--- src/rtl/uart_pkg.sv ---
// uart_pkg: shared UART state encoding, word-length codes and helpers
package uart_pkg;
    typedef enum logic [2:0] {IDLE, START, DATA, PARITY, STOP, STOP2} tx_state_t;

    localparam logic [1:0] WLS_5 = 2'b00;
    localparam logic [1:0] WLS_6 = 2'b01;
    localparam logic [1:0] WLS_7 = 2'b10;
    localparam logic [1:0] WLS_8 = 2'b11;

    function automatic logic [3:0] wordlen(input logic [1:0] wls);
        return wls == WLS_8 ? 4'd8 : wls == WLS_7 ? 4'd7 : wls == WLS_6 ? 4'd6 : 4'd5;
    endfunction
endpackage

--- src/rtl/uart_bit_timer.sv ---
// uart_bit_timer: oversample counter with terminal and half-period ticks
module uart_bit_timer #(
    parameter int OVERSAMPLE = 16
) (
    input  logic clk,
    input  logic rst,
    input  logic clken,
    input  logic clr,
    output logic term,
    output logic half
);
    localparam int W = $clog2(OVERSAMPLE);

    logic [W-1:0] cnt_q, cnt_d;

    always_comb begin
        cnt_d = clr ? '0 : clken ? cnt_q + 1'b1 : cnt_q;
        term  = clken && cnt_q == W'(OVERSAMPLE - 1);
        half  = clken && cnt_q == W'(OVERSAMPLE / 2 - 1);
    end

    always_ff @(posedge clk or posedge rst) begin
        if (rst) cnt_q <= '0;
        else     cnt_q <= cnt_d;
    end
endmodule

--- src/rtl/uart_tx_core.sv ---
// uart_tx_core: UART 16750 transmit serializer (start, data, parity, stop)
module uart_tx_core
    import uart_pkg::*;
#(
    parameter int OVERSAMPLE = 16,
    parameter int DATA_MAX   = 8
) (
    input  logic                CLK,
    input  logic                RST,
    input  logic                CLKEN,
    input  logic [1:0]          WLS,
    input  logic                STB,
    input  logic                PEN,
    input  logic                EPS,
    input  logic                SP,
    input  logic                BC,
    input  logic                TXSTART,
    input  logic [DATA_MAX-1:0] DIN,
    output logic                TXFINISHED,
    output logic                SOUT
);
    localparam int BW = $clog2(DATA_MAX);

    tx_state_t           state_q, state_d;
    logic [BW-1:0]       bit_q, bit_d;
    logic [DATA_MAX-1:0] sh_q, sh_d, msk;
    logic [1:0]          wls_q, wls_d;
    logic                stb_q, stb_d, pen_q, pen_d, par_q, par_d, ext_q, ext_d;
    logic                sout_q, sout_d, fin_q, fin_d;
    logic                clr, term, half, last;

    uart_bit_timer #(.OVERSAMPLE(OVERSAMPLE)) u_timer (
        .clk  (CLK),
        .rst  (RST),
        .clken(CLKEN),
        .clr  (clr),
        .term (term),
        .half (half)
    );

    always_comb begin
        for (int i = 0; i < DATA_MAX; i++) msk[i] = i < int'(wordlen(WLS));
    end

    assign last = int'(bit_q) == int'(wordlen(wls_q)) - 1;

    always_comb begin
        state_d = state_q;
        bit_d   = bit_q;
        sh_d    = sh_q;
        wls_d   = wls_q;
        stb_d   = stb_q;
        pen_d   = pen_q;
        par_d   = par_q;
        ext_d   = ext_q;
        clr     = 1'b0;
        case (state_q)
            IDLE: begin
                clr = 1'b1;
                if (TXSTART) begin
                    state_d = START;
                    sh_d    = DIN;
                    wls_d   = WLS;
                    stb_d   = STB;
                    pen_d   = PEN;
                    par_d   = SP ? ~EPS : (^(DIN & msk)) ^ ~EPS;
                    bit_d   = '0;
                    ext_d   = 1'b0;
                end
            end
            START:  if (term) state_d = DATA;
            DATA: if (term) begin
                state_d = last ? (pen_q ? PARITY : STOP) : DATA;
                bit_d   = last ? bit_q : bit_q + 1'b1;
                sh_d    = sh_q >> 1;
            end
            PARITY: if (term) state_d = STOP;
            // 1.5 stop bits: one full period, then wait for the half-period tick
            STOP: begin
                if (ext_q && half) state_d = IDLE;
                else if (term) begin
                    if (!stb_q)              state_d = IDLE;
                    else if (wls_q == WLS_5) ext_d = 1'b1;
                    else                     state_d = STOP2;
                end
            end
            STOP2:  if (term) state_d = IDLE;
            default: state_d = IDLE;
        endcase
        sout_d = BC ? 1'b0 : state_d == START ? 1'b0 : state_d == DATA ? sh_d[0] :
                 state_d == PARITY ? par_q : 1'b1;
        fin_d  = state_q != IDLE && state_d == IDLE;
    end

    always_ff @(posedge CLK or posedge RST) begin
        if (RST) begin
            state_q <= IDLE;
            bit_q   <= '0;
            sh_q    <= '0;
            wls_q   <= WLS_5;
            stb_q   <= 1'b0;
            pen_q   <= 1'b0;
            par_q   <= 1'b0;
            ext_q   <= 1'b0;
            sout_q  <= 1'b1;
            fin_q   <= 1'b0;
        end else begin
            state_q <= state_d;
            bit_q   <= bit_d;
            sh_q    <= sh_d;
            wls_q   <= wls_d;
            stb_q   <= stb_d;
            pen_q   <= pen_d;
            par_q   <= par_d;
            ext_q   <= ext_d;
            sout_q  <= sout_d;
            fin_q   <= fin_d;
        end
    end

    assign SOUT       = sout_q;
    assign TXFINISHED = fin_q;
endmodule

--- config.mk ---
export PLATFORM = sky130hd
export DESIGN_NAME = uart_tx_core
export DESIGN_NICKNAME = d
export VERILOG_FILES = /design/src/rtl/uart_pkg.sv /design/src/rtl/uart_bit_timer.sv /design/src/rtl/uart_tx_core.sv
export SDC_FILE = /design/constraint.sdc
export NUM_CORES = 1
export LEC_CHECK = 0
export CORE_UTILIZATION = 48
export CTS_CLUSTER_DIAMETER = 80
export CTS_CLUSTER_SIZE = 10
export DETAILED_ROUTE_END_ITERATION = 8
export MAX_ROUTING_LAYER = met4
export PLACE_DENSITY = 0.75
export REMOVE_ABC_BUFFERS = 1
export SLEW_MARGIN = 10
export SYNTH_ARGS = -nofsm -noshare
export SYNTH_HDL_FRONTEND = slang
export SYNTH_SLANG_ARGS = --single-unit
--- constraint.sdc ---
create_clock -name CLK -period 1.92 [get_ports CLK]
set_input_delay 0.384 -clock CLK [delete_from_list [all_inputs] [get_ports CLK]]
set_output_delay 0.384 -clock CLK [all_outputs]
set_load 0.03 [all_outputs]
==> flow_metrics.py <==
metrics = {
    "critical_path": {
        "cp-start-kind": "register",
        "worstSetupPathType": "reg -> reg",
        "cp_slowest_stage_delay_ns": 0.45,
        "crit_fanout": 3,
        "crit_slowest_cell": "dfrtp_1",
        "crit_buf_inv": 0,
        "path_delay_family": "compound AO/OA/AOI/OAI gates",
        "worstPathArrival_ns": 2.13,
        "cp-end-kind": "register",
        "required_ns": 2.20,
        "path_cells": "ha_4 > and4_4 > o2111ai_1 > a21oi_1 > a311o_1 > mux2i_1 > o21ba_1",
    },
    "detailed_routing": {
        "route.vias.total": 1212,
        "route.detailed.drc": 0,
        "via_per_inst": 5.611,
        "drt_first_iter_violations": 32,
        "firstDrtPassIters": 5,
        "avgRoutedWirePerCell_um": 14.88,
        "finalWirelength_um": 3215,
        "antenna_left": 0,
    },
    "floorplanning": {
        "ios": 21,
        "die_w_um": 56.37,
        "die_h_um": 56.37,
        "start_util_pct": 51.01,
        "core_mm2": 0.002781,
        "dieArea_mm2": 0.003178,
        "std_cell_rows": 19,
    },
    "finish": {
        "final_area_mm2": 0.001836,
        "final_common_cell": "nand2_1",
        "n_fill_cell": 215,
        "layout_common_cells": "38 x nand2_1, 24 x dfrtp_1, 23 x buf_4",
        "antenna_cells": 0,
        "drive_gt1_share_pct": 20.00,
        "syn2layout_area_growth_pct": 29.37,
        "nNetsFinal": 207,
    },
    "timing": {
        "fin_crit_ns": 1.850,
        "finClkSkew_ns": 0.01409,
        "fmax_ghz": 0.5405,
        "hold_violations": 0,
        "whs_ns": 0.3848,
        "setup_viol": 0,
        "fin_setup_tns_ns": 0,
        "worstMarginPinSlew_ns": 0.3319,
        "post-route-period-util_pct": 96.36,
        "rsz0062_at_grt": "yes",
        "slew_violations": 0,
        "max_slew_margin_pct": 77.87,
    },
    "synthesis": {
        "ys_types": 43,
        "synth_area_leaders": "dfrtp_1 44%, nand2_1 10%, a22oi_1 3.2%",
        "yosysTopAreaCell": "dfrtp_1",
        "ys_seq_elements": 26,
        "synthArstFlopShare_pct": 100.0,
        "syn_avg_cell_area_um2": 9.853,
        "ys.flop_type": "dfrtp_1",
        "synth-edff-count": 0,
        "yosysSeqAreaShare_pct": 45.94,
        "syn_area_mm2": 0.001419,
        "synth_cells": 144,
        "yosys_warnings": 0,
        "netlist.area_leader.share_pct": 44.09,
    },
    "clock_tree": {
        "cts_max_path_buffers": 2,
        "cts_tree": "yes",
        "htree_levels": 1,
        "clk_pin_slew_ns": 0.15,
        "clockRootBuffer": "clkbuf_4",
        "cts_made_buffers": 3,
        "cts_hold_buf": 0,
        "clk_latency_ns": 0.33,
        "cts_sinks": 26,
    },
    "placement": {
        "gp_congestion": 0.8889,
        "dpl.hpwl_um": 2422,
        "portBuffers": 20,
        "placed_area_mm2": 0.001768,
    },
    "grt": {
        "gr-total-overflow": 0,
        "grtUsageTotal_pct": 22.03,
        "grt_first_pass_wirelength_um": 5375,
        "grt_max_degree": 27,
        "grt_pass1_vias": 1225,
        "antenna_found_initial": 0,
    },
    "pwr": {
        "ir_worst_vdd_v": 0.0009477,
        "powerDensity_mw_per_mm2": 962.7,
        "p_leak_uw": 0.0008618,
    },
    "hold_path": {
        "hold_path.class": "in -> async",
    },
    "job": {
        "cap_violations": 0,
    },
    "status": {
        "status": "complete, no violations",
    },
}
==> synth_stat cells (2+ instances only) <==
library cell	n
nor2_1	9
o21ai_0	2
ha_1	2
inv_1	2
nor3b_1	2
dfrtp_1	25
xnor2_1	5
xor2_1	5
buf_2	2
a21oi_1	6
a22oi_1	6
nand3_1	2
nand2_1	38
mux2i_1	2
o21ai_1	4
a22o_1	2
nor2b_1	2
buf_6	3
==> stage by stage <==
step / setup WS, ns / power, µW / utilization [%] / instances
floorplan: 0.1024 / 1204 / - / 138
global placement: -0.1973 / 1375 / 63.56 / 210
detailed placement: -0.2502 / 1436 / 63.56 / 210
CTS: 0.003319 / 1720 / 64.96 / 214
global route: -0.01444 / 1887 / 65.99 / 216
finish: 0.06990 / 1767 / 65.99 / 216
==> power by group <==
group	switching (µW)	internal (µW)	leakage (µW)
Combinational	280	328	0.000512
Clock	169	116	0.0000210
Sequential	163	711	0.000329
Total	611	1160	0.000862
==> routing by layer <==
| layer | part of all wire, % | vias to the layer above | wire length (µm) | GRT usage, % |
|---|---|---|---|---|
| li1 | - | 584 | - | - |
| met1 | 43 | 589 | 1397 | 27.76 |
| met2 | 51 | 33 | 1652 | 36.56 |
| met3 | 4.0 | 6 | 127 | 2.535 |
| met4 | 1.2 | 0 | 38 | 8.362 |
| met5 | 0 | - | 0 | - |
==> state kept, by name, summed over array words and instances (netlist names) <==
signal         cells
stb_q              1
state_q            3
TXFINISHED         1
pen_q              1
par_q              1
u_timer.cnt_q      4
bit_q              3
ext_q              1
sh_q               8
SOUT               1
wls_q              2
==> final timing paths <==
check / slack, ns / cells past startpoint / endpoint / startpoint
max in group asynchronous: 1.24 / 3 / SOUT$_DFF_PP1_ / RST
hold reg to reg: 0.50 / 2 / sh_q[6]$_DFFE_PP0P_ / sh_q[6]$_DFFE_PP0P_
min in group CLK: 0.50 / 2 / sh_q[6]$_DFFE_PP0P_ / sh_q[6]$_DFFE_PP0P_
hold / removal: 0.38 / 3 / u_timer.cnt_q[1]$_DFFE_PP0P_ / RST
setup reg to reg: 0.07 / 7 / SOUT$_DFF_PP1_ / u_timer.cnt_q[0]$_DFFE_PP0P_
setup / recovery: 0.07 / 7 / SOUT$_DFF_PP1_ / u_timer.cnt_q[0]$_DFFE_PP0P_
==> what timing repair did <==
| action | in CTS | in global routing |
|---|---|---|
| pin swaps | 0 | 3 |
| resized for setup | 1 | 3 |
| endpoints found under the setup margin | 2 | 3 |
| setup buffers | 0 | 2 |
==> cells by family (layout without fill, tap and decap cells) <==
family	count (synthesis)	count (layout)	share of synthesized area, %
AND/OR/NAND/NOR	67	67	25.04
AO/OA/AOI/OAI	28	28	14.20
flip-flops	26	26	45.94
XOR/XNOR	11	11	7.760
buffers and inverters	8	49	3.880
adder cells (fa/ha/maj)	2	2	1.763
multiplexers	2	2	1.411
==> tightest hold or removal path, stage by stage <==
cell and delay [ns]:
clkdlybuf4s50_1 0.39, inv_1 0.05, buf_4 0.31
==> layout make-up <==
| cell class | count | area, µm² | area share [%] |
|---|---|---|---|
| Tap cell | 31 | 38.79 | 2.113 |
| Sequential cell | 26 | 653.1 | 35.58 |
| Multi-Input combinational cell | 110 | 724.4 | 39.47 |
| Clock buffer | 4 | 36.28 | 1.977 |
| Inverter | 2 | 7.507 | 0.4090 |
| Timing Repair Buffer | 43 | 375.4 | 20.45 |
Note: power is estimated with default switching activity, not from simulation.
